$ cat src/rtl/mem_bus_pkg.sv
// Shared types and default sizing for the mem_master bus sequencer.
package mem_bus_pkg;

    localparam int unsigned DEF_ADDR_W      = 16;
    localparam int unsigned DEF_DATA_W      = 16;
    localparam int unsigned DEF_WAIT_CYCLES = 1;
    localparam int unsigned BEAT_W          = 2;
    localparam int unsigned TMR_W           = 4;

    typedef logic [BEAT_W-1:0] beat_cnt_t;

    typedef enum logic [2:0] {
        IDLE   = 3'd0,
        SETUP  = 3'd1,
        STROBE = 3'd2,
        WAIT   = 3'd3,
        RESP   = 3'd4
    } state_t;

endpackage

$ cat src/rtl/mem_wait_timer.sv
// Countdown timing the idle cycles between the strobe and read-data capture.
module mem_wait_timer
    import mem_bus_pkg::*;
(
    input  logic             clk,
    input  logic             rst,
    input  logic             load,
    input  logic [TMR_W-1:0] load_val,
    output logic             done
);

    logic [TMR_W-1:0] cnt;

    // done tracks cnt == 0 one cycle ahead so it can be registered
    always_ff @(posedge clk) begin
        if (rst) begin
            cnt  <= '0;
            done <= 1'b1;
        end else if (load) begin
            cnt  <= load_val;
            done <= (load_val == '0);
        end else if (cnt != '0) begin
            cnt  <= cnt - TMR_W'(1);
            done <= (cnt == TMR_W'(1));
        end
    end

endmodule

$ cat src/rtl/mem_master.sv
// Request/response to strobed-memory bus sequencer (SETUP, STROBE, WAIT, RESP).
// Optional read bursts are enabled by defining MEM_MASTER_BURST_EN.
module mem_master
    import mem_bus_pkg::*;
#(
    parameter int unsigned ADDR_W      = DEF_ADDR_W,
    parameter int unsigned DATA_W      = DEF_DATA_W,
    parameter int unsigned WAIT_CYCLES = DEF_WAIT_CYCLES
) (
    input  logic              clk,
    input  logic              rst,
    input  logic              req_valid,
    output logic              req_ready,
    input  logic              req_we,
    input  logic [ADDR_W-1:0] req_addr,
    input  logic [DATA_W-1:0] req_wdata,
    input  logic [1:0]        req_len,
    output logic              rsp_valid,
    input  logic              rsp_ready,
    output logic [DATA_W-1:0] rsp_data,
    output logic [ADDR_W-1:0] bus_addr,
    output logic [DATA_W-1:0] bus_data_in,
    output logic              bus_rd,
    output logic              bus_wr,
    output logic              bus_cs,
    input  logic [DATA_W-1:0] bus_data_out
);

    localparam logic [TMR_W-1:0] WAIT_LOAD =
        (WAIT_CYCLES > 0) ? TMR_W'(WAIT_CYCLES - 1) : '0;

    state_t            state_q, state_d;
    logic              we_q, we_d;
    logic [ADDR_W-1:0] addr_q, addr_d;
    logic [DATA_W-1:0] wdata_q, wdata_d;
    beat_cnt_t         beats_q, beats_d;
    beat_cnt_t         req_beats;

    logic              req_ready_d, rsp_valid_d;
    logic [DATA_W-1:0] rsp_data_d, bus_data_in_d;
    logic [ADDR_W-1:0] bus_addr_d;
    logic              bus_rd_d, bus_wr_d, bus_cs_d, active_d;
    logic              tmr_load, tmr_done;

    // extra beats after the first; writes never burst
`ifdef MEM_MASTER_BURST_EN
    assign req_beats = req_we ? '0 : beat_cnt_t'(req_len);
`else
    assign req_beats = '0;
    logic unused_len;
    assign unused_len = ^req_len;
`endif

    mem_wait_timer u_wait_timer (
        .clk      (clk),
        .rst      (rst),
        .load     (tmr_load),
        .load_val (WAIT_LOAD),
        .done     (tmr_done)
    );

    always_ff @(posedge clk) begin
        if (rst) begin
            state_q     <= IDLE;
            we_q        <= 1'b0;
            addr_q      <= '0;
            wdata_q     <= '0;
            beats_q     <= '0;
            req_ready   <= 1'b1;
            rsp_valid   <= 1'b0;
            rsp_data    <= '0;
            bus_addr    <= '0;
            bus_data_in <= '0;
            bus_rd      <= 1'b0;
            bus_wr      <= 1'b0;
            bus_cs      <= 1'b0;
        end else begin
            state_q     <= state_d;
            we_q        <= we_d;
            addr_q      <= addr_d;
            wdata_q     <= wdata_d;
            beats_q     <= beats_d;
            req_ready   <= req_ready_d;
            rsp_valid   <= rsp_valid_d;
            rsp_data    <= rsp_data_d;
            bus_addr    <= bus_addr_d;
            bus_data_in <= bus_data_in_d;
            bus_rd      <= bus_rd_d;
            bus_wr      <= bus_wr_d;
            bus_cs      <= bus_cs_d;
        end
    end

    // next state, plus outputs decoded from the state being entered
    always_comb begin
        state_d    = state_q;
        we_d       = we_q;
        addr_d     = addr_q;
        wdata_d    = wdata_q;
        beats_d    = beats_q;
        rsp_data_d = rsp_data;
        tmr_load   = 1'b0;

        case (state_q)
            IDLE: begin
                if (req_valid && req_ready) begin
                    state_d = SETUP;
                    we_d    = req_we;
                    addr_d  = req_addr;
                    wdata_d = req_wdata;
                    beats_d = req_beats;
                end
            end
            SETUP: state_d = STROBE;
            STROBE: begin
                if (WAIT_CYCLES == 0) begin
                    state_d    = RESP;
                    rsp_data_d = we_q ? '0 : bus_data_out;
                end else begin
                    state_d  = WAIT;
                    tmr_load = 1'b1;
                end
            end
            WAIT: begin
                if (tmr_done) begin
                    state_d    = RESP;
                    rsp_data_d = we_q ? '0 : bus_data_out;
                end
            end
            RESP: begin
                if (rsp_ready) begin
                    if (beats_q != '0) begin
                        state_d = SETUP;
                        beats_d = beats_q - BEAT_W'(1);
                        addr_d  = addr_q + ADDR_W'(1);
                    end else begin
                        state_d = IDLE;
                    end
                end
            end
            default: state_d = IDLE;
        endcase

        active_d      = (state_d == SETUP) || (state_d == STROBE) || (state_d == WAIT);
        req_ready_d   = (state_d == IDLE);
        rsp_valid_d   = (state_d == RESP);
        bus_cs_d      = (state_d == STROBE);
        bus_rd_d      = active_d && !we_d;
        bus_wr_d      = active_d && we_d;
        bus_addr_d    = (state_d == SETUP) ? addr_d : bus_addr;
        bus_data_in_d = (state_d == SETUP) ? wdata_d : bus_data_in;
    end

endmodule

$ cat config.mk
export PLATFORM = sky130hd
export DESIGN_NAME = mem_master
export DESIGN_NICKNAME = d
export VERILOG_FILES = /design/src/rtl/mem_bus_pkg.sv /design/src/rtl/mem_wait_timer.sv /design/src/rtl/mem_master.sv
export SDC_FILE = /design/constraint.sdc
export NUM_CORES = 1
export LEC_CHECK = 0
export BUFFER_PORTS_ARGS = -buffer_cell sky130_fd_sc_hd__buf_4
export CAP_MARGIN = 20
export CELL_PAD_IN_SITES_DETAIL_PLACEMENT = 0
export CELL_PAD_IN_SITES_GLOBAL_PLACEMENT = 1
export CORE_ASPECT_RATIO = 0.6
export CORE_MARGIN = 2
export CORE_UTILIZATION = 28
export DETAILED_ROUTE_END_ITERATION = 7
export PLACE_DENSITY = 0.72
export SYNTH_ARGS = -nofsm -noshare
export SYNTH_HDL_FRONTEND = slang
export SYNTH_SLANG_ARGS = --single-unit
$ cat constraint.sdc
create_clock -name clk -period 4.8 [get_ports clk]
set_input_delay 0.96 -clock clk [delete_from_list [all_inputs] [get_ports clk]]
set_output_delay 0.96 -clock clk [all_outputs]
set_load 0.1 [all_outputs]
# Word level (Yosys, flattened, before mapping)
# Index checks and enable logic that the tools add are counted.
# totals
regBits	96
latchBits	0
ramBits	0
romBits	0
in_bits	55
output_inout_bits	53
elab_cells	63
n_memories	0
# op_classes
n_addsub	3
multipliers	0
n_div	0
magnitude_cmp	0
n_eq_ne	12
shift	0
muxes	19
n_bitwise	0
n_reduce_logical	14
# op_table
op	n
16-bit 2-to-1 mux	6
16-bit case mux with 2 select lines	1
16-bit by 1-bit adder with 16-bit output, second input constant	1
3-bit case mux with 5 select lines	1
3-bit by 2-bit equality test with 1-bit output, second input constant	4
3-bit 2-to-1 mux	3
3-bit by 1-bit equality test with 1-bit output, second input constant	2
3-bit equality test, second input constant	2
3-bit zero test	2
2-bit 2-to-1 mux	3
2-bit != test, second input constant	3
4-bit by 1-bit equality test with 1-bit output, second input constant	1
1-bit 2-to-1 mux	4
2-bit case mux with 2 select lines	1
4-bit AND reduction	1
2-bit nonzero test	2
4-bit nonzero test	1
4-bit by 1-bit subtractor with 4-bit output, second input constant	1
1-bit logical AND	3
1-bit logical OR	2
2-bit AND reduction	1
2-bit OR reduction	1
2-bit by 1-bit subtractor with 2-bit output, second input constant	1
1-bit zero test	1

# Depth between registers and ports, before layout
# Gate-level depths: netlist of run 1.
# depth
ltp_word	8
ltp_mapped	8
ltp_nobuf	6

# Cells and area by module
# Synthesis of run 1 repeated with hierarchy kept, for this count alone.
# hier_totals
hier_cells	475
hier_area_um2	4215.3
# by_module_without_submodules
module	instances	cells_each	area_per_inst_um2	seq_area_each_um2
mem_master	1	442	3887.5	1821.7
mem_wait_timer	1	33	327.8	100.1

# Worst setup path after synthesis of run 1
# OpenSTA, ideal clock, no wires.
# synth_path
path_kind	input port to flip-flop
from	in rsp_ready
to	reg bus_data_in[10]
setup_time_ps	91
arrival_ps	2109
t_required_ps	4709
setup_slack_ps	2600
stages	6
n_path_buf	2
cell_sequence	nor2b_1 clkbuf_1 nand2_1 clkbuf_1 nand2_1 a311oi_1
# synth_between
elab_chain_len	3
# synth_lines
element	line	source
start, declared	mem_master.sv:19	input logic rsp_ready,
3-bit 2-to-1 mux	mem_master.sv:131	if (rsp_ready) begin
3-bit case mux with 5 select lines	mem_master.sv:104	case (state_q)
3-bit by 1-bit equality test with 1-bit output	mem_master.sv:151	bus_data_in_d = (state_d == SETUP) ? wdata_d : bus_data_in;
end signal, assigned	mem_master.sv:87	bus_data_in <= bus_data_in_d;
end, declared	mem_master.sv:22	output logic [DATA_W-1:0] bus_data_in,
# No other way between the ends.
# A chain may end at the register's enable or synchronous reset.

# Final worst setup path of run 1
# layout_path
from	reg state_q[2]
to	reg beats_q[0]
# layout_between
elab_chain_len	3
elab_cells_between_ends	8
cone_classes	eq/ne: 4; mux: 1; reduce/logical: 3
# layout_lines
element	line	source
start, declared	mem_master.sv:32	state_t state_q, state_d;
start signal, assigned	mem_master.sv:78	state_q <= state_d;
3-bit equality test / 3-bit zero test (equally long branches)	mem_master.sv:104	
2-bit != test (no source line) / 2-bit nonzero test (equally long branches)	n/a	
4-bit AND reduction (no source line)	n/a	
end signal, assigned	mem_master.sv:82	beats_q <= beats_d;
end, declared	mem_master.sv:36	beat_cnt_t beats_q, beats_d;
# Parallel ways exist; a longest one is shown, timed or not.

==> results.ini, run 1 <==
[synth]
synth-seq-area-share = 0.456
yosysMostFrequentCell = dfxtp_1
synth.area.top_cells = dfxtp_1 (46%), a21oi_1 (6.4%), nand2_1 (6.2%)
synth_nets = 563
syn_inst = 503
netlist_area_um2 = 4210
synth_flop_cell = dfxtp_1
synth_warnings = 0
yosysTopAreaCell = dfxtp_1
yosys-top-cells-count = dfxtp_1 (96), nand2_1 (70), nor2_1 (60)
synth-seq-cells = 96
yosysUniqueCellTypes = 58
synth_area_per_cell_um2 = 8.38
synth_async_sr_flop_share = 0
synth_edf_count = 0
synth_top_area_share = 0.456

[die]
die_x_um = 162
rows = 34
coreArea_um2 = 14600
die_h_um = 99.0
ios = 108
initial_utilization = 0.289
dieArea_um2 = 16100

[power_and_ir_drop]
irDropWorstVdd_v = 0.000245
finalPower_mw = 2.43
power.leakage_nw = 2.09
p_per_area_nw_per_um2 = 444

[global_routing]
grt_overflow_total = 0
grt_pass1_vias = 3820
antenna_found_initial = 0
grt.total_usage = 0.156
grt_pass1_wl_mm = 19.9
grt_max_degree = 85

[placed_design]
dp_hpwl_mm = 8.33
place_congestion = 0.770
pre_cts_slack_ns = 1.89
dpl.cell_count = 772
dpl-instance-area_um2 = 5130
portBuffers = 105

[sta]
setup-tns-final_ns = 0
max_freq_ghz = 0.403
final_hold_viol_count = 0
slew_headroom = 0.332
fin_crit_ns = 2.48
finalSetupViolations = 0
hold-worst-slack_ns = 0.457
finClkSkew_ns = 0.00790
rsz0062_at_grt = no
drv_slew = 0
layout_setup_ws_ns = 2.32
period_share = 0.517
worst_pin_slew_ns = 1.00

[route]
drc = 0
wl_per_cell_um = 15.3
drtIter0Drc = 268
ant_nets = 0
via_per_inst = 4.93
finalWirelength_mm = 12.1
via_count = 3889
first_pass_iters = 4

[layout]
n_antenna_cell = 0
drive_gt1_frac = 0.228
stdcell_count = 789
nets = 646
layout-area-overhead-vs-synth_pct = 29.6
postLayoutCoreUtil = 0.374
finish.instance_area_um2 = 5460

[critical_path]
r2r_end = beats_q[0]$_SDFFE_PP0P_
regToRegSetupSlack_ns = 2.32
path_max_fanout = 34
path_cells = nor3b_4 > buf_4 > a22o_1 > mux2_2 > nor2_1
path_delay_family = compound AO/OA/AOI/OAI gates
reg2reg_depth = 5
crit_slowest_cell = a22o_1
crit_required_ns = 5.00
worst-endpoint-arrival_ns = 2.68
worstSetupEndpointType = flip-flop
worstSetupPathType = reg -> reg
worst-path-buf-inv = 1
start_kind = flip-flop
r2r-start = state_q[2]$_SDFF_PP0_
max_stage_delay_ns = 0.86

[clocking]
cts_setup_buffers = 0
cts_hold_buf = 0
numClockSinks = 96
cts_max_level = 3
cts_tree = built
cts_made_buffers = 9
clk_pin_slew_ns = 0.07
post_cts_resized = 0
clkLatencyLatePin_ns = 0.34
cts-root-buf = clkbuf_16
cts_buffer_depth = 2

[min_path]
min_to = wdata_q[2]$_SDFF_PP0_
min_from = wdata_q[2]$_SDFF_PP0_
hold_path_class = reg -> reg
whs_path_depth = 2

[outcome]
status = complete, no violations

[run]
maxCapViolCount = 0

==> layer usage <==
layer  global-route usage  part of all wire  up-vias
li1                     -                 -     1979
met1                0.221              0.51     1811
met2                0.231              0.42       91
met3               0.0518             0.064        8
met4               0.0306            0.0047        0
met5                    0                 0        -
==> where the power goes <==
group / switching [mW] / total (mW) / leakage (nW) / internal [mW]
clock: 0.326 / 0.749 / 0.144 / 0.423
sequential: 0.0693 / 0.948 / 0.785 / 0.878
combinational: 0.545 / 0.731 / 1.16 / 0.186
==> cell type report <==
cell class	count	area, um^2
Fill cell	1500	9130
Multi-Input combinational cell	361	2100
Sequential cell	96	1920
Timing Repair Buffer	111	853
Tap cell	198	248
Clock buffer	11	243
Clock inverter	5	65.1
Inverter	7	26.3
==> how the worst max path moves through the flow <==
stage,start,cells past startpoint,slack [ns],to
after global placement,req_valid,6,1.93,bus_data_in[3]$_SDFFE_PP0N_
after floorplan,rsp_ready,6,2.60,bus_data_in[10]$_SDFFE_PP0N_
after global routing,state_q[2]$_SDFF_PP0_,5,2.07,bus_addr[7]$_SDFFE_PP0N_
final,state_q[2]$_SDFF_PP0_,5,2.32,beats_q[0]$_SDFFE_PP0P_
after CTS,req_valid,6,2.27,bus_data_in[5]$_SDFFE_PP0N_
after detailed placement,req_valid,6,1.89,bus_data_in[15]$_SDFFE_PP0N_
==> worst reg2reg max path, cell delays in order (launching register included) <==
cell     delay, ns
dfxtp_1       0.53
nor3b_4       0.24
buf_4         0.37
a22o_1        0.86
mux2_2        0.31
nor2_1        0.04
==> state kept, by name (all words and copies together), names as in the netlist, 2 cells and up <==
register          count
addr_q               16
bus_addr             16
bus_data_in          16
rsp_data             16
wdata_q              16
u_wait_timer.cnt      4
state_q               3
beats_q               2
==> placed cells by master (no fill, tap or decap), types with 3 or more instances in the layout <==
cell type  instances
nor4_1             7
clkbuf_16          9
nand4_1            6
inv_1              7
a311oi_1          26
nand2_1           70
o21ai_0            7
or3_1              3
nor3b_1           17
dfxtp_1           96
nor3_1             4
a31oi_1            5
o21ai_1            4
a22oi_1           10
nand3_1           21
buf_4            110
nor2_1            59
and2_1             7
mux2_2             3
ha_1               5
a21oi_1           54
mux2i_1            5
nand2b_1           5
==> kinds of logic (layout without fill, tap and decap cells) <==
group	Yosys count	count (layout)	synth area share
AO/OA/AOI/OAI	128	128	0.203
adder cells (fa/ha/maj)	5	5	0.0148
XOR/XNOR	1	1	0.00208
flip-flops	96	96	0.456
buffers and inverters	46	134	0.0466
AND/OR/NAND/NOR	219	219	0.258
multiplexers	8	8	0.0199
Power figures use the tool's default switching activity.
==> run 2: changes to the inputs <==
--- a/config.mk
+++ b/config.mk
@@ -5,6 +5,7 @@
 export SDC_FILE = /design/constraint.sdc
 export NUM_CORES = 1
 export LEC_CHECK = 0
+export ABC_AREA = 1
 export BUFFER_PORTS_ARGS = -buffer_cell sky130_fd_sc_hd__buf_4
 export CAP_MARGIN = 20
 export CELL_PAD_IN_SITES_DETAIL_PLACEMENT = 0
@@ -13,7 +14,7 @@
 export CORE_MARGIN = 2
 export CORE_UTILIZATION = 28
 export DETAILED_ROUTE_END_ITERATION = 7
-export PLACE_DENSITY = 0.72
+export PLACE_DENSITY = 0.75
 export SYNTH_ARGS = -nofsm -noshare
 export SYNTH_HDL_FRONTEND = slang
 export SYNTH_SLANG_ARGS = --single-unit
==> constraint.sdc (replaced) <==
create_clock -name clk -period 2.05 [get_ports clk]
set_input_delay 0.41 -clock clk [delete_from_list [all_inputs] [get_ports clk]]
set_output_delay 0.41 -clock clk [all_outputs]
set_load 0.1 [all_outputs]
==> run 2 against run 1 <==
Count of clock-buffer cells in the layout is 2 lower. Via count is 5.6% lower. Core utilization is 0.088 points higher. Clock skew is 0.0033 ns higher. Sequential cell count stayed put. Die area is 2.0% lower. Design area is 0.64% lower. Sequential power is 140% higher. Fmax is 36% higher. Area after synthesis is 2.1% lower. Critical endpoint is now bus_addr[15]$_SDFFE_PP0N_.
==> results.ini, run 2 <==
[layout]
nets = 680  ; was 646
layout_commonest_cell = buf_4  ; unchanged
drive_gt1_frac = 0.290  ; was 0.228
final_cell_mix = buf_4 (113), dfxtp_1 (95), nand2_1 (71)  ; was buf_4 (110), dfxtp_1 (96), nand2_1 (70)
n_antenna_cell = 0  ; unchanged
stdcell_count = 823  ; was 789
layout-area-overhead-vs-synth_pct = 31.5  ; was 29.6%

[placed_design]
portBuffers = 105  ; unchanged
place_congestion = 0.822  ; was 0.770
dpl.cell_count = 807  ; was 772
dp_hpwl_mm = 7.87  ; was 8.33 mm

[synth]
yosysMostFrequentCell = dfxtp_1  ; unchanged
synth_nets = 578  ; was 563
synth_top_area_share = 0.466  ; was 0.456
synth_area_per_cell_um2 = 7.96  ; was 8.38 um^2
synth.area.top_cells = dfxtp_1 (47%), nand2_1 (6.5%), nand3_1 (5.8%)  ; was dfxtp_1 (46%), a21oi_1 (6.4%), nand2_1 (6.2%)
synth_flop_cell = dfxtp_1  ; unchanged
yosysUniqueCellTypes = 33  ; was 58
synth_async_sr_flop_share = 0  ; unchanged
synth_warnings = 0  ; unchanged
netlist_area_um2 = 4130  ; was 4210 um^2
syn_inst = 518  ; was 503
synth-seq-cells = 96  ; unchanged
synth_edf_count = 0  ; unchanged
yosysTopAreaCell = dfxtp_1  ; unchanged
yosys-top-cells-count = dfxtp_1 (96), nand2_1 (71), nor2_1 (56)  ; was dfxtp_1 (96), nand2_1 (70), nor2_1 (60)
synth-seq-area-share = 0.466  ; was 0.456

[power_and_ir_drop]
clkPwrFrac = 0.255  ; was 0.309
seqPwrFrac = 0.355  ; was 0.390
p_switching_mw = 2.80  ; was 940 uW
power.leakage_nw = 2.39  ; was 2.09 nW
p_int_mw = 3.66  ; was 1.49 mW
pwr-share-comb = 0.390  ; was 0.301
switching_share = 0.434  ; was 0.387
irDropWorstVdd_v = 0.000495  ; was 0.000245 V
p_per_area_nw_per_um2 = 1190  ; was 444 nW/um^2

[critical_path]
start_kind = flip-flop  ; unchanged
regToRegSetupSlack_ns = 0.23  ; was 2.32 ns
critical_path_depth = 12  ; was 5
r2r-start = beats_q[0]$_SDFFE_PP0P_  ; was state_q[2]$_SDFF_PP0_
worstSetupPathType = reg -> reg  ; unchanged
r2r_end = bus_addr[15]$_SDFFE_PP0N_  ; was beats_q[0]$_SDFFE_PP0P_
worst-path-buf-inv = 3  ; was 1
path_delay_family = simple AND/OR/NAND/NOR gates  ; was compound AO/OA/AOI/OAI gates
worstSetupEndpointType = flip-flop  ; unchanged
path_cells = inv_1 > ha_1 > inv_1 > nand2_1 > nor2_1 > nand2_1 > nor2_1 > nand3_1 > nand3_1 > nand3_1 > nand3_1 > inv_1  ; was nor3b_4 > buf_4 > a22o_1 > mux2_2 > nor2_1
critPathMostFrequentCell = nand3_1
endpoint = bus_addr[15]$_SDFFE_PP0N_  ; was beats_q[0]$_SDFFE_PP0P_
reg2reg_depth = 12  ; was 5
max_stage_delay_ns = 0.31  ; was 0.86 ns
crit_required_ns = 2.29  ; was 5.00 ns
path_max_fanout = 3  ; was 34
worst-endpoint-arrival_ns = 2.06  ; was 2.68 ns
crit_slowest_cell = dfxtp_1  ; was a22o_1
crit_start = beats_q[0]$_SDFFE_PP0P_  ; was state_q[2]$_SDFF_PP0_

[clocking]
cts_made_buffers = 9  ; unchanged
cts-root-buf = clkbuf_16  ; unchanged
cts_max_level = 3  ; unchanged
numClockSinks = 96  ; unchanged
cts_setup_buffers = 0  ; unchanged
clk_pin_slew_ns = 0.07  ; about the same
clkLatencyLatePin_ns = 0.35  ; was 0.34 ns
cts_tree = built  ; unchanged
cts_buffer_depth = 2  ; unchanged

[global_routing]
grt_overflow_total = 0  ; unchanged
grt_pass1_wl_mm = 18.3  ; was 19.9 mm
grt.total_usage = 0.144  ; was 0.156
grt_pass1_vias = 3612  ; was 3820
grt_max_degree = 75  ; was 85
antenna_found_initial = 0  ; unchanged

[route]
via_per_inst = 4.46  ; was 4.93
wl_per_cell_um = 13.3  ; was 15.3 um
via_count = 3672  ; was 3889
drc = 0  ; unchanged
first_pass_iters = 4  ; unchanged
drtIter0Drc = 198  ; was 268
ant_nets = 0  ; unchanged
finalWirelength_mm = 10.9  ; was 12.1 mm

[sta]
worst_pin_slew_ns = 1.03  ; was 1.00 ns
slew_headroom = 0.307  ; was 0.332
max_freq_ghz = 0.549  ; was 0.403 GHz
finClkSkew_ns = 0.0112  ; was 0.00790 ns
period_share = 0.889  ; was 0.517
finalSetupViolations = 0  ; unchanged
rsz0062_at_grt = no  ; unchanged
final_hold_viol_count = 0  ; unchanged
drv_slew = 0  ; unchanged
fin_crit_ns = 1.82  ; was 2.48 ns
setup-tns-final_ns = 0  ; unchanged

[die]
initial_utilization = 0.285  ; was 0.289
ios = 108  ; unchanged
rows = 34  ; unchanged
coreArea_um2 = 14500  ; was 14600 um^2
dieArea_um2 = 15800  ; was 16100 um^2
die_x_um = 161  ; was 162 um
die_h_um = 98.0  ; was 99.0 um

[outcome]
status = complete, no violations  ; unchanged

[min_path]
whs_path_depth = 3  ; was 2
hold_path_class = in -> reg  ; was reg -> reg

[run]
maxCapViolCount = 0  ; unchanged

run 2: cell types whose count changed in the layout (fill, tap and decap cells not counted), moves of 15 or more:
cell | before | now
nand3_1 | 21 | 48
inv_1 | 7 | 50
or2_2 | 1 | 20
nor3b_1 | 17 | 1
a211oi_2 | 1 | 16
a311oi_1 | 26 | 0
run 2: how the worst min path moves through the flow:
stage | start | to | slack (ns)
2_1_floorplan | u_wait_timer.done$_SDFFE_PP1P_ | u_wait_timer.done$_SDFFE_PP1P_ | 0.44
3_3_place_gp | rsp_data[1]$_SDFFE_PP0P_ | rsp_data[1]$_SDFFE_PP0P_ | 0.45
3_5_place_dp | rsp_data[14]$_SDFFE_PP0P_ | rsp_data[14]$_SDFFE_PP0P_ | 0.46
4_1_cts | bus_data_out[0] | rsp_data[0]$_SDFFE_PP0P_ | 0.32
5_1_grt | bus_data_out[0] | rsp_data[0]$_SDFFE_PP0P_ | 0.33
6_report | bus_data_out[2] | rsp_data[2]$_SDFFE_PP0P_ | 0.33
run 2: tightest hold or removal path: cells and delay by family:
kind | cells | cell delay, ns
buffers and inverters | 1 | 0.10
and+or+nand+nor | 1 | 0.06
AOI/OAI and AO/OA | 1 | 0.05
run 2: repair_timing:
item | in CTS | in global routing
hold buffers | 0 | 0
setup endpoints to repair | 0 | 2
resized for setup | 0 | 2
run 2: routing by layer:
metal / vias up / global-route usage / share of wire
met5: - / 0 / 0
met4: 0 / 0.0357 / 0.0091
met3: 12 / 0.0527 / 0.081
met2: 98 / 0.208 / 0.38
met1: 1641 / 0.204 / 0.53
li1: 1921 / - / -
run 2: power by group through the flow:
stage               clock network [mW]  registers [mW]  logic [mW]
floorplan                            0            3.38       0.911
global placement                     0            2.32        2.49
detailed placement                   0            2.33        2.52
CTS                               1.70            2.29        2.53
global route                      1.79            2.33        2.69
finish                            1.65            2.29        2.52
run 2: cell type report:
| type | instances | area [um^2] |
|---|---|---|
| Fill cell | 1513 | 9040 |
| Sequential cell | 96 | 1920 |
| Multi-Input combinational cell | 341 | 1850 |
| Timing Repair Buffer | 116 | 908 |
| Tap cell | 198 | 248 |
| Clock buffer | 9 | 225 |
| Inverter | 56 | 213 |
| Clock inverter | 7 | 60.1 |
run 2: logic make-up (layout without fill, tap and decap cells):
family / after synthesis / in the layout / share of synthesized area
compound gates: 113 / 113 / 0.181
xor+xnor: 6 / 6 / 0.0127
fa+ha+maj: 5 / 5 / 0.0152
buf+inv: 81 / 188 / 0.0864
flops: 96 / 96 / 0.466
simple gates: 217 / 217 / 0.239
run 2: metrics by stage:
stage               hold WS [ns]  total power, mW  utilization  cell area, um^2  worst slack [ns]
floorplan                  0.442             4.29            -             4130             0.289
global placement           0.453             4.82        0.355             5140             0.125
detailed placement         0.460             4.86        0.355             5140            0.0701
CTS                        0.322             6.52        0.375             5420             0.159
global route               0.334             6.80        0.375             5430           0.00134
finish                     0.334             6.46        0.375             5430             0.228
==> run 3: changes to the inputs <==
--- a/config.mk
+++ b/config.mk
@@ -14,7 +14,7 @@
 export CORE_MARGIN = 2
 export CORE_UTILIZATION = 28
 export DETAILED_ROUTE_END_ITERATION = 7
-export PLACE_DENSITY = 0.75
+export PLACE_DENSITY = 0.72
 export SYNTH_ARGS = -nofsm -noshare
 export SYNTH_HDL_FRONTEND = slang
 export SYNTH_SLANG_ARGS = --single-unit
==> constraint.sdc (replaced) <==
create_clock -name clk -period 1.9 [get_ports clk]
set_input_delay 0.38 -clock clk [delete_from_list [all_inputs] [get_ports clk]]
set_output_delay 0.38 -clock clk [all_outputs]
set_load 0.1 [all_outputs]
==> run 3 against run 2 <==
First-iteration DRC count decreased by 13%. Global-route usage increased by 0.53 points. Clock skew decreased by 0.00091 ns. Register-to-register slack got worse by 0.09 ns. Routed wire length increased by 2.2%. Sequential cell count unchanged. Sequential share of layout area decreased by 0.50 points. Critical path type unchanged. Highest routed layer unchanged.
==> results.ini, run 3 (synthesized netlist as in run 2, its figures left out) <==
[outcome]
status = complete, no violations  ; unchanged

[sta]
finClkSkew_ns = 0.0102  ; was 0.0112 ns
hold-worst-slack_ns = 0.308  ; was 0.334 ns
period_share = 0.928  ; was 0.889
setup-tns-final_ns = 0  ; unchanged
drv_slew = 0  ; unchanged
fin_crit_ns = 1.76  ; was 1.82 ns
layout_setup_ws_ns = 0.138  ; was 0.228 ns
max_freq_ghz = 0.567  ; was 0.549 GHz
finalSetupViolations = 0  ; unchanged
final_hold_viol_count = 0  ; unchanged
rsz0062_at_grt = no  ; unchanged
worst_pin_slew_ns = 0.579  ; was 1.03 ns
slew_headroom = 0.614  ; was 0.307

[power_and_ir_drop]
p_per_area_nw_per_um2 = 1300  ; was 1190 nW/um^2
pwr-share-comb = 0.382  ; was 0.390
seqPwrFrac = 0.345  ; was 0.355
finalPower_mw = 7.16  ; was 6.46 mW
power.leakage_nw = 2.41  ; was 2.39 nW
switching_share = 0.413  ; was 0.434
clkPwrFrac = 0.273  ; was 0.255
p_switching_mw = 2.96  ; was 2.80 mW
irDropWorstVdd_v = 0.000505  ; was 0.000495 V
p_int_mw = 4.20  ; was 3.66 mW

[critical_path]
crit_slowest_cell = dfxtp_1  ; unchanged
r2r-start = state_q[0]$_SDFF_PP0_  ; was beats_q[0]$_SDFFE_PP0P_
start_kind = flip-flop  ; unchanged
reg2reg_depth = 8  ; was 12
path_cells = nor2_4 > nand2_2 > nor2_4 > inv_4 > nand2_2 > buf_6 > nor2_1 > a211oi_2  ; was inv_1 > ha_1 > inv_1 > nand2_1 > nor2_1 > nand2_1 > nor2_1 > nand3_1 > nand3_1 > nand3_1 > nand3_1 > inv_1
worst-path-buf-inv = 2  ; was 3
path_max_fanout = 32  ; was 3
regToRegSetupSlack_ns = 0.14  ; was 0.23 ns
worstSetupPathType = reg -> reg  ; unchanged
worstSetupEndpointType = flip-flop  ; unchanged
crit_start = state_q[0]$_SDFF_PP0_  ; was beats_q[0]$_SDFFE_PP0P_
max_stage_delay_ns = 0.35  ; was 0.31 ns
crit_required_ns = 2.15  ; was 2.29 ns
path_delay_family = simple AND/OR/NAND/NOR gates  ; unchanged
r2r_end = bus_data_in[2]$_SDFFE_PP0N_  ; was bus_addr[15]$_SDFFE_PP0N_
worst-endpoint-arrival_ns = 2.02  ; was 2.06 ns

[die]
rows = 34  ; unchanged
dieArea_um2 = 15800  ; unchanged
die_x_um = 161  ; unchanged
die_h_um = 98.0  ; unchanged
coreArea_um2 = 14500  ; unchanged
ios = 108  ; unchanged
initial_utilization = 0.285  ; unchanged

[min_path]
min_to = rsp_data[4]$_SDFFE_PP0P_  ; was rsp_data[2]$_SDFFE_PP0P_
min_from = bus_data_out[4]  ; was bus_data_out[2]
whs_path_depth = 3  ; unchanged
hold_path_class = in -> reg  ; unchanged

[route]
finalWirelength_mm = 11.2  ; was 10.9 mm
via_count = 3749  ; was 3672
drtIter0Drc = 172  ; was 198
via_per_inst = 4.54  ; was 4.46
ant_nets = 0  ; unchanged
wl_per_cell_um = 13.6  ; was 13.3 um
drc = 0  ; unchanged
first_pass_iters = 5  ; was 4

[layout]
nets = 683  ; was 680
final_cell_mix = buf_4 (116), dfxtp_1 (94), nand2_1 (69)  ; was buf_4 (113), dfxtp_1 (95), nand2_1 (71)
layout-area-overhead-vs-synth_pct = 33.5  ; was 31.5%
finish.instance_area_um2 = 5510  ; was 5430 um^2
drive_gt1_frac = 0.305  ; was 0.290
n_antenna_cell = 0  ; unchanged
postLayoutCoreUtil = 0.381  ; was 0.375
stdcell_count = 825  ; was 823
layout_commonest_cell = buf_4  ; unchanged
fillers = 1491  ; was 1513

[placed_design]
portBuffers = 105  ; unchanged
pre_cts_slack_ns = -0.0222  ; was 0.0701 ns
place_congestion = 0.820  ; was 0.822
dpl.cell_count = 809  ; was 807
dpl-instance-area_um2 = 5140  ; about the same
dp_hpwl_mm = 8.04  ; was 7.87 mm

[clocking]
cts_made_buffers = 9  ; unchanged
clk_pin_slew_ns = 0.07  ; about the same
cts_max_level = 3  ; unchanged
cts_buffer_depth = 2  ; unchanged
numClockSinks = 96  ; unchanged
cts_tree = built  ; unchanged
cts-root-buf = clkbuf_16  ; unchanged
clkLatencyLatePin_ns = 0.34  ; was 0.35 ns

[global_routing]
antenna_found_initial = 0  ; unchanged
grt_pass1_vias = 3903  ; was 3612
busiest_layer = met2  ; unchanged
gr-usage-met1 = 0.201  ; was 0.204
grt_overflow_total = 0  ; unchanged
grt_use_met2 = 0.232  ; was 0.208
grt_max_degree = 75  ; unchanged
grt.total_usage = 0.149  ; was 0.144
grt_pass1_wl_mm = 19.2  ; was 18.3 mm
grt_util_met3 = 0.0552  ; was 0.0527

[run]
maxCapViolCount = 0  ; unchanged

==> run 3: area by class of cell <==
cell class                 instances  area (um^2)  area share
timing repair buffer             119          922       0.167
multi-input combinational        341         1880       0.342
inverter                          56          213      0.0386
clock inverter                     6         92.6      0.0168
sequential                        96         1920       0.349
tap                              198          248      0.0450
clock buffer                       9          225      0.0409
==> run 3: worst max-delay path by stage <==
stage                                        to  slack [ns]  cells past startpoint
floorplan              bus_addr[9]$_SDFFE_PP0N_        0.14                      9
global placement       bus_addr[7]$_SDFFE_PP0N_      -0.003                      8
detailed placement    bus_addr[15]$_SDFFE_PP0N_       -0.02                      8
CTS                    bus_addr[6]$_SDFFE_PP0N_       0.006                     10
global route          bus_addr[15]$_SDFFE_PP0N_       0.007                     12
finish              bus_data_in[2]$_SDFFE_PP0N_        0.14                      8
==> run 3: worst register-to-register path: stages (launching register included) <==
cell      delay [ns]
dfxtp_1         0.35
nor2_4          0.18
nand2_2         0.12
nor2_4          0.16
inv_4           0.12
nand2_2         0.16
buf_6           0.31
nor2_1          0.10
a211oi_2        0.17
==> run 3: power by group through the flow <==
stage	Sequential, mW	Clock (mW)	Combinational [mW]
after global routing	2.51	2.11	2.94
after global placement	2.51	0	2.69
after detailed placement	2.51	0	2.72
after CTS	2.47	2.02	2.73
after floorplan	3.65	0	0.983
final	2.47	1.96	2.73
==> run 3: per-layer routing <==
| layer | share of wire | vias to the layer above |
|---|---|---|
| li1 | - | 1920 |
| met1 | 0.49 | 1716 |
| met2 | 0.42 | 103 |
| met3 | 0.078 | 10 |
| met4 | 0.0080 | 0 |
| met5 | 0 | - |
==> run 3: what timing repair did <==
item	CTS	global route
hold buffers	0	0
gates resized for setup	1	13
setup buffers	0	1
endpoints found under the setup margin	1	33
pin swaps	0	2
